## config.mk

```make
export PLATFORM = sky130hd
export DESIGN_NAME = frame_draw_scheduler
export DESIGN_NICKNAME = d
export VERILOG_FILES = /design/src/rtl/frame_draw_scheduler.sv
export SDC_FILE = /design/constraint.sdc
export NUM_CORES = 1
export LEC_CHECK = 0
export BUFFER_PORTS_ARGS = -buffer_cell sky130_fd_sc_hd__clkbuf_2
export CORE_AREA = 2 2 251 253
export DETAILED_ROUTE_END_ITERATION = 7
export DIE_AREA = 0 0 253 255
export GPL_TIMING_DRIVEN = 0
export PLACE_DENSITY = 0.49
export SYNTH_ARGS = -nofsm -noshare
export SYNTH_HDL_FRONTEND = slang
export SYNTH_SLANG_ARGS = --single-unit
```

## constraint.sdc

```tcl
create_clock -name clock -period 6.8 [get_ports clock]
set_clock_uncertainty 0.05 [all_clocks]
set_input_delay 2.04 -clock clock [delete_from_list [all_inputs] [get_ports clock]]
set_output_delay 2.04 -clock clock [all_outputs]
set_load 0.1 [all_outputs]
```

## src/rtl/frame_draw_scheduler.sv

```systemverilog
// Purpose: per game tick, erase last frame's blocks and player, then draw this frame's blocks and player.
// Latency: first pixel is on the outputs two edges after start is accepted; one pixel per clock after that.
// Backpressure: none; start while a frame is in flight is dropped and sets the sticky frame_overrun.
module frame_draw_scheduler #(
    parameter int          NUM_BLOCKS    = 27,
    parameter int          SQ_SIZE       = 10,
    parameter int          SCREEN_W      = 160,
    parameter int          SCREEN_H      = 120,
    parameter logic [2:0]  BG_COLOUR     = 3'b000,
    parameter logic [2:0]  BLOCK_COLOUR  = 3'b111,
    parameter logic [2:0]  PLAYER_COLOUR = 3'b100
) (
    input  logic                      clock,
    input  logic                      reset,
    input  logic                      start,
    input  logic [11*NUM_BLOCKS-1:0]  block_x_flat,
    input  logic [11*NUM_BLOCKS-1:0]  block_y_flat,
    input  logic [10:0]               move,
    input  logic [10:0]               player_x,
    input  logic [10:0]               player_y,
    output logic [7:0]                vga_x,
    output logic [6:0]                vga_y,
    output logic [2:0]                vga_colour,
    output logic                      plot,
    output logic                      busy,
    output logic                      done,
    output logic                      frame_overrun
);

    localparam int CW = (SQ_SIZE > 1) ? $clog2(SQ_SIZE) : 1;
    localparam int BW = (NUM_BLOCKS > 1) ? $clog2(NUM_BLOCKS) : 1;

    typedef enum logic [2:0] {
        IDLE,
        ERASE_BLOCKS,
        ERASE_PLAYER,
        DRAW_BLOCKS,
        DRAW_PLAYER,
        DONE
    } state_t;

    state_t          state;
    state_t          state_n;

    logic [10:0]     new_move;
    logic [10:0]     new_px;
    logic [10:0]     new_py;
    logic [10:0]     old_move;
    logic [10:0]     old_px;
    logic [10:0]     old_py;
    logic            first_frame;
    // One bubble cycle after accepting start so the pixel stream starts two edges later.
    logic            settle;
    logic [BW-1:0]   blk;
    logic [CW-1:0]   dx;
    logic [CW-1:0]   dy;

    logic [10:0]     blk_x;
    logic [10:0]     blk_y;
    logic [10:0]     sq_x;
    logic [10:0]     sq_y;
    logic [2:0]      sq_colour;
    logic            visible;
    logic            drawing;
    logic            sq_end;
    logic            pass_end;
    logic [10:0]     pix_x;
    logic [10:0]     pix_y;
    logic            plot_c;
    int              blk_base;

    // Select the current square's bottom-left corner and colour, and decide whether it is on screen.
    always_comb begin
        blk_base  = 11 * int'(blk);
        blk_x     = block_x_flat[blk_base +: 11];
        blk_y     = block_y_flat[blk_base +: 11];
        sq_x      = '0;
        sq_y      = '0;
        sq_colour = BG_COLOUR;
        case (state)
            ERASE_BLOCKS: begin
                sq_x      = blk_x - old_move;
                sq_y      = blk_y;
                sq_colour = BG_COLOUR;
            end
            ERASE_PLAYER: begin
                sq_x      = old_px;
                sq_y      = old_py;
                sq_colour = BG_COLOUR;
            end
            DRAW_BLOCKS: begin
                sq_x      = blk_x - new_move;
                sq_y      = blk_y;
                sq_colour = BLOCK_COLOUR;
            end
            DRAW_PLAYER: begin
                sq_x      = new_px;
                sq_y      = new_py;
                sq_colour = PLAYER_COLOUR;
            end
            default: begin
                sq_x      = '0;
                sq_y      = '0;
                sq_colour = BG_COLOUR;
            end
        endcase

        // Unsigned compare: a square scrolled off the left edge wraps to a huge x and drops out.
        visible  = (sq_x <= 11'(SCREEN_W - SQ_SIZE)) &&
                   (sq_y >= 11'(SQ_SIZE - 1)) &&
                   (sq_y <= 11'(SCREEN_H - 1));
        drawing  = !settle && (state == ERASE_BLOCKS || state == ERASE_PLAYER ||
                               state == DRAW_BLOCKS  || state == DRAW_PLAYER);
        pix_x    = sq_x + {{(11-CW){1'b0}}, dx};
        pix_y    = sq_y - {{(11-CW){1'b0}}, dy};
        plot_c   = drawing && visible;
        sq_end   = drawing && (!visible || (dx == CW'(SQ_SIZE - 1) && dy == CW'(SQ_SIZE - 1)));
        pass_end = sq_end && (state == ERASE_PLAYER || state == DRAW_PLAYER ||
                              blk == BW'(NUM_BLOCKS - 1));
    end

    // Next-state logic: walk the four passes in order, skipping the erase passes on a first frame.
    always_comb begin
        state_n = state;
        case (state)
            IDLE:         if (start) state_n = first_frame ? DRAW_BLOCKS : ERASE_BLOCKS;
            ERASE_BLOCKS: if (pass_end) state_n = ERASE_PLAYER;
            ERASE_PLAYER: if (pass_end) state_n = DRAW_BLOCKS;
            DRAW_BLOCKS:  if (pass_end) state_n = DRAW_PLAYER;
            DRAW_PLAYER:  if (pass_end) state_n = DONE;
            DONE:         state_n = IDLE;
            default:      state_n = IDLE;
        endcase
    end

    // State register.
    always_ff @(posedge clock) begin
        if (reset) state <= IDLE;
        else       state <= state_n;
    end

    // Frame latches, raster counters and the previous-frame record used by the erase passes.
    always_ff @(posedge clock) begin
        if (reset) begin
            new_move    <= '0;
            new_px      <= '0;
            new_py      <= '0;
            old_move    <= '0;
            old_px      <= '0;
            old_py      <= '0;
            first_frame <= 1'b1;
            settle      <= 1'b0;
            blk         <= '0;
            dx          <= '0;
            dy          <= '0;
        end else begin
            settle <= 1'b0;
            if (state == IDLE && start) begin
                new_move <= move;
                new_px   <= player_x;
                new_py   <= player_y;
                settle   <= 1'b1;
                blk      <= '0;
                dx       <= '0;
                dy       <= '0;
            end else if (drawing) begin
                if (sq_end) begin
                    dx  <= '0;
                    dy  <= '0;
                    blk <= pass_end ? '0 : blk + BW'(1);
                end else if (dx == CW'(SQ_SIZE - 1)) begin
                    dx <= '0;
                    dy <= dy + CW'(1);
                end else begin
                    dx <= dx + CW'(1);
                end
            end
            if (state == DONE) begin
                old_move    <= new_move;
                old_px      <= new_px;
                old_py      <= new_py;
                first_frame <= 1'b0;
            end
        end
    end

    // Registered pixel port and status; start in the DONE cycle is not treated as an overrun.
    always_ff @(posedge clock) begin
        if (reset) begin
            vga_x         <= '0;
            vga_y         <= '0;
            vga_colour    <= '0;
            plot          <= 1'b0;
            busy          <= 1'b0;
            done          <= 1'b0;
            frame_overrun <= 1'b0;
        end else begin
            vga_x      <= pix_x[7:0];
            vga_y      <= pix_y[6:0];
            vga_colour <= sq_colour;
            plot       <= plot_c;
            busy       <= (state_n != IDLE);
            done       <= (state_n == DONE);
            if (start && state != IDLE && state != DONE)
                frame_overrun <= 1'b1;
        end
    end

endmodule
```

Word-level counts from Yosys, hierarchy flattened
Cells that the tools add are included.
{"block": "word_totals", "register_bits": 106, "word_cells": 84, "out_inout_bits": 22}
{"block": "classes", "add_sub_neg": 7, "order_cmp": 3, "reduce_logical": 26, "n_mul": 1, "shifts": 2, "mux": 16, "n_eq_ne": 10}
{"op": "$shiftx 297x10->11", "count": 2}
{"op": "$pmux 11 s4", "count": 1}
{"op": "$pmux 11 s3", "count": 1}
{"op": "$sub 11x11->11", "count": 2}
{"op": "$mux 4", "count": 4}
{"op": "$mux 3", "count": 5}
{"op": "$pmux 3 s5", "count": 1}
{"op": "$ge 11x4->1 const B", "count": 1}
{"op": "$le 11x7->1 const B", "count": 1}
{"op": "$le 11x8->1 const B", "count": 1}
{"op": "$logic_and 1x1->1", "count": 10}
{"op": "$eq 3x3->1 const B", "count": 3}
{"op": "$mul 4x5->9 const A", "count": 1}
{"op": "$add 4x1->4 const B", "count": 2}
{"op": "$add 8x4->8", "count": 1}
{"op": "$eq 4x4->1 const B", "count": 2}
{"op": "$sub 7x4->7", "count": 1}
{"op": "$eq 3x2->1 const B", "count": 2}
{"op": "$logic_or 1x1->1", "count": 6}
{"op": "$pmux 3 s2", "count": 1}
{"op": "$reduce_bool 3->1", "count": 2}
{"op": "$add 5x1->5 const B", "count": 1}
{"op": "$eq 5x5->1 const B", "count": 1}
{"op": "$mux 5", "count": 1}
{"op": "9 further kinds", "count": 12}

Depth between registers and ports, before layout
{"block": "logic_depth", "ltp_word": 14, "ltp_mapped": 24, "ltp_nobuf": 18}

Least setup slack after synthesis
No wires, ideal clock.
{"block": "synth_path", "path_type": "input -> register", "from": "in block_x_flat[77]", "to": "reg blk[4]", "setup_time_ns": 0.117, "path_slack_ns": 0.739, "t_arrival_ns": 5.894, "required_ns": 6.633, "stages": 15, "path_cell_list": "mux4_2 -> mux4_2 -> o21ai_0 -> ha_1 -> inv_1 -> fa_1 -> a211oi_1 -> o21bai_1 -> a311o_1 -> a31o_2 -> mux2i_1 -> a2111oi_4 -> nor2_1 -> o21ai_0 -> a32o_1"}
{"block": "synth_between", "elab_chain_cells": 11, "word_cells_on_any_way": 13, "classes_between": "add/sub: 2; order compare: 1; shift: 1; mux: 2; reduce/logical: 7"}
{"item": "from (decl)", "line_no": "16", "text": "input logic [11*NUM_BLOCKS-1:0] block_x_flat,"}
{"item": "$shiftx 297x10->11 (*)", "line_no": "75", "text": "blk_x = block_x_flat[blk_base +: 11];"}
{"item": "$sub 11x11->11, on equally long branches", "line_no": "92, 82"}
{"item": "$pmux 11 s4 (*)", "line_no": "80", "text": "case (state)"}
{"item": "$le 11x8->1 (*)", "line_no": "109", "text": "visible = (sq_x <= 11'(SCREEN_W - SQ_SIZE)) &&"}
{"item": "$logic_and 1x1->1 (*)", "line_no": "109"}
{"item": "$logic_and 1x1->1 (*)", "line_no": "110", "text": "(sq_y >= 11'(SQ_SIZE - 1)) &&"}
{"item": "$logic_not 1->1 (*)", "line_no": "117", "text": "sq_end = drawing && (!visible || (dx == CW'(SQ_SIZE - 1) && dy == CW'(SQ_SIZE - 1)));"}
{"item": "$logic_or 1x1->1 (*)", "line_no": "117"}
{"item": "$logic_and 1x1->1 (*)", "line_no": "117"}
{"item": "$logic_and 1x1->1", "line_no": "118", "text": "pass_end = sq_end && (state == ERASE_PLAYER || state == DRAW_PLAYER ||"}
{"item": "$mux 5", "line_no": "170", "text": "blk <= pass_end ? '0 : blk + BW'(1);"}
{"item": "to (signal assigned)", "line_no": "170"}
{"item": "to (decl)", "line_no": "54", "text": "logic [BW-1:0] blk;"}
Every way passes the cells marked *; elsewhere a longest branch is shown, timed or not.
A chain may end at the register's enable or synchronous reset.

Worst setup path in the final report
{"block": "layout_path", "from": "reg blk[3]", "to": "reg dx[3]"}
{"block": "layout_between", "elab_chain_cells": 11, "word_cells_on_any_way": 16, "classes_between": "add/sub: 2; mul: 1; order compare: 3; shift: 2; mux: 3; reduce/logical: 5"}
{"item": "$mul 4x5->9 (*)", "line_no": "74", "text": "blk_base = 11 * int'(blk);"}
{"item": "$shiftx 297x10->11", "line_no": "75"}
{"item": "$sub 11x11->11, on equally long branches", "line_no": "92, 82"}
{"item": "$pmux 11 s4", "line_no": "80"}
{"item": "$le 11x8->1", "line_no": "109"}
{"item": "$logic_and 1x1->1", "line_no": "109"}
{"item": "$logic_and 1x1->1 (*)", "line_no": "110"}
{"item": "$logic_not 1->1 (*)", "line_no": "117"}
{"item": "$logic_or 1x1->1 (*)", "line_no": "117"}
{"item": "$logic_and 1x1->1 (*)", "line_no": "117"}
{"item": "$mux 4 (*)", "line_no": "167", "text": "if (sq_end) begin"}
{"item": "to (signal assigned)", "line_no": "175", "text": "dx <= dx + CW'(1);"}
{"item": "to (decl)", "line_no": "55", "text": "logic [CW-1:0] dx;"}
Marked as above.

==> flow_metrics.env <==
export IMPL_crit_slowest_cell="clkbuf_1"
export IMPL_power_leakage_nw=6.237
export IMPL_yosysTopAreaCellShare=0.2144
export IMPL_synth_edf_count=0
export IMPL_io_pin_count=652
export IMPL_yosys_area_top_type="mux4_2"
export IMPL_initial_core_util=0.1589
export IMPL_netSwitchingPower_w=0.001420
export IMPL_period_share=0.9541
export IMPL_worstPathCellList="inv_1 > clkbuf_1 > clkbuf_2 > clkbuf_2 > a221oi_1 > nor3_1 > a21oi_1 > o21ai_1 > ha_1 > nor2b_1 > o2111a_1 > or4_1 > a41oi_2 > a31o_2 > nand2_1 > a21oi_2 > nand3_2 > or4_1 > a31oi_1"
export IMPL_cts_max_path_buffers=2
export IMPL_grt_max_degree=29
export IMPL_finalNonFillerCells=2559
export IMPL_overflow=0
export IMPL_hold_viol=0
export IMPL_synth_warnings=0
export IMPL_wl_mm=65.73
export IMPL_reg2reg_depth=19
export IMPL_holdPathEnd="old_py[1]"
export IMPL_row_count=92
export IMPL_cap_viol_max_count=0
export IMPL_dr_first_iter_drc_count=757
export IMPL_die_height_um=255
export IMPL_peakVddDrop_uv=127.7
export IMPL_ys_flop_type="dfxtp_1"
export IMPL_ys_ff_latch=105
export IMPL_drc=0
export IMPL_grt_pass1_vias=12640
export IMPL_power_frac_seq=0.231
export IMPL_intPower_w=0.001654
export IMPL_syn_inst=1089
export IMPL_cp_arrival_ps=6730
export IMPL_synth_cell_types=78
export IMPL_timing_rr_start="blk[3]"
export IMPL_rrSetupSlack_ps=310
export IMPL_wire_per_inst_um=25.69
export IMPL_vias_per_cell=4.761
export IMPL_core_area_mm2=0.06216
export IMPL_pwr_share_clk=0.178
export IMPL_combPwrFrac=0.591
export IMPL_relSlewSlack=0.3326
export IMPL_clock_latency_ps=370
export IMPL_firstDrtPassIters=5
export IMPL_rsz0062_at_grt="false"
export IMPL_slowest_delay_ps=750
export IMPL_synthTopCellsByCount="176 x nand2_1, 112 x a21oi_1, 105 x dfxtp_1, 94 x mux4_2, 67 x nor2_1"
export IMPL_place_hpwl_mm=58.10
export IMPL_hp_class="reg2reg"
export IMPL_syn_num_nets=1746
export IMPL_fmax_mhz=154.1
export IMPL_synthesis_area_mm2=0.009874
export IMPL_hold_depth=2
export IMPL_grt_use_total=0.1956
export IMPL_htreeDepth=3
export IMPL_crit_fanout=10
export IMPL_endpoint_kind="register"
export IMPL_worst_pin_slew_ps=1001
export IMPL_cts_made_buffers=9
export IMPL_final_antenna_net_count=0
export IMPL_area_growth_pct=47.00
export IMPL_async_reset_ff_frac=0
export IMPL_fin_total_pwr_w=0.003074
export IMPL_place_inst=2539
export IMPL_r2r_end="dx[3]"
export IMPL_antenna_found_initial=11
export IMPL_cts_tree="done"
export IMPL_worstSetupPathType="reg2reg"
export IMPL_status="finished, final reports clean"
export IMPL_grt_first_pass_wirelength_mm=89.82
export IMPL_min_delay_start="old_py[1]"
export IMPL_syn_area_per_cell_um2=9.067
export IMPL_start_kind="register"
export IMPL_vias=12180
export IMPL_cts_root_buf="clkbuf_16"
export IMPL_drive_above_1_share=0.4752
export IMPL_period_needed_ps=6488
export IMPL_ctsHoldBuffers=0
export IMPL_yosysMostFrequentCell="nand2_1"
export IMPL_synth_area_leaders="mux4_2 21%, dfxtp_1 21%, nand2_1 6.7%"
export IMPL_nFillCells=6943
export IMPL_final_setup_viol_count=0
export IMPL_worst_ep_required_time_ps=7040
export IMPL_nets=2405
export IMPL_ys_seq_area_frac=0.2129
export IMPL_power_per_cell_area_mw_per_mm2=211.8
export IMPL_io_buffers=651
export IMPL_numClockSinks=105
export IMPL_final_util=0.2335
export IMPL_cp_startpoint="blk[3]"
export IMPL_die_area_mm2=0.06452
export IMPL_place_congestion=0.9514
export IMPL_die_x_um=253
export IMPL_clk_pin_slew_ps=80
export IMPL_switching_share=0.4618
export IMPL_drv_slew=0
==> through the flow <==
step | area (um^2) | worst slack (ps) | TNS (ps) | hold WS, ps
4_1_cts | 14470 | 27.15 | 0 | 409.3
3_3_place_gp | 14130 | -1421 | -24930 | 389.8
2_1_floorplan | 9874 | 739.0 | 0 | 375.8
5_1_grt | 14510 | 16.18 | 0 | 425.8
6_report | 14520 | 312.3 | 0 | 408.6
3_5_place_dp | 14130 | -1462 | -25530 | 392.0
==> worst max-delay path by stage <==
stage,to,slack [ps],cells past startpoint
final,dx[3],310,19
after floorplan,blk[4],740,15
after CTS,dx[3],30,20
after global placement,blk[2],-1420,21
after detailed placement,blk[4],-1460,21
after global routing,dx[3],20,20
==> layer usage <==
metal / routed length (um) / vias to the layer above / GRT usage
met3: 3898 / 81 / 0.02654
met2: 32850 / 616 / 0.3531
li1: - / 5535 / -
met4: 1816 / 2 / 0.06391
met5: 13 / - / 0
met1: 27150 / 5950 / 0.2389
==> layout make-up <==
class / instances / area (um^2) / share of cell area
antenna: 7 / 17.52 / 0.001207
buffer: 86 / 450.4 / 0.03103
clock buffer: 9 / 225.2 / 0.01552
clock inverter: 7 / 91.34 / 0.006293
inverter: 18 / 67.56 / 0.004655
multi-input combinational: 875 / 7288 / 0.5021
sequential: 105 / 2102 / 0.1448
tap: 799 / 999.7 / 0.06887
timing repair buffer: 653 / 3273 / 0.2255
==> critical path: cells and delay by family (launching register included) <==
kind                       cells  cell delay (ps)
adders and majority gates      1              380
DFF                            1              460
buffers and inverters          4             1860
and+or+nand+nor                6             1590
AOI/OAI and AO/OA              8             2060
==> cells by family after synthesis <==
family,Yosys count,share of synthesized area
mux,169,0.3205
flops,105,0.2129
fa+ha+maj,27,0.03649
buf+inv,109,0.05132
xor+xnor,13,0.01153
compound gates,275,0.1811
simple gates,391,0.1863
==> power groups by stage <==
| stage | Clock, W | Sequential (W) | Combinational, W |
|---|---|---|---|
| 4_1_cts | 0.000556 | 0.000711 | 0.00183 |
| 2_1_floorplan | 0 | 0.000872 | 0.000976 |
| 3_3_place_gp | 0 | 0.000724 | 0.00180 |
| 6_report | 0.000549 | 0.000710 | 0.00182 |
| 5_1_grt | 0.000582 | 0.000716 | 0.00194 |
| 3_5_place_dp | 0 | 0.000726 | 0.00181 |
==> flip-flops by register name, summed over array words and instances (netlist names), 2 cells and up <==
register and flops:
vga_y 7, blk 5, dx 4, state 3, dy 4, vga_colour 2, vga_x 8, old_px 11
old_move 11, new_px 11, new_move 11, old_py 11, new_py 11
==> cell usage in the layout (no fill, tap or decap), drive strengths merged, types with 10 or more instances in the layout <==
master and instances:
inv 20, mux4 111, nor2 68, nor3 39
nand3 13, xnor2 10, mux2i 42, dfxtp 105
nand2 176, o21ai 42, buf 30, mux2 16
nor4 10, a22oi 17, a221oi 17, a21oi 113
or3 10, clkbuf 717, nor2b 21, ha 24
==> timing repair <==
action,4_1_cts,5_1_grt
setup endpoints to repair,24,17
buffers inserted,2,0
pin swaps,1,0
gates resized for setup,19,18
No activity file was read; power rests on OpenSTA's default activity.
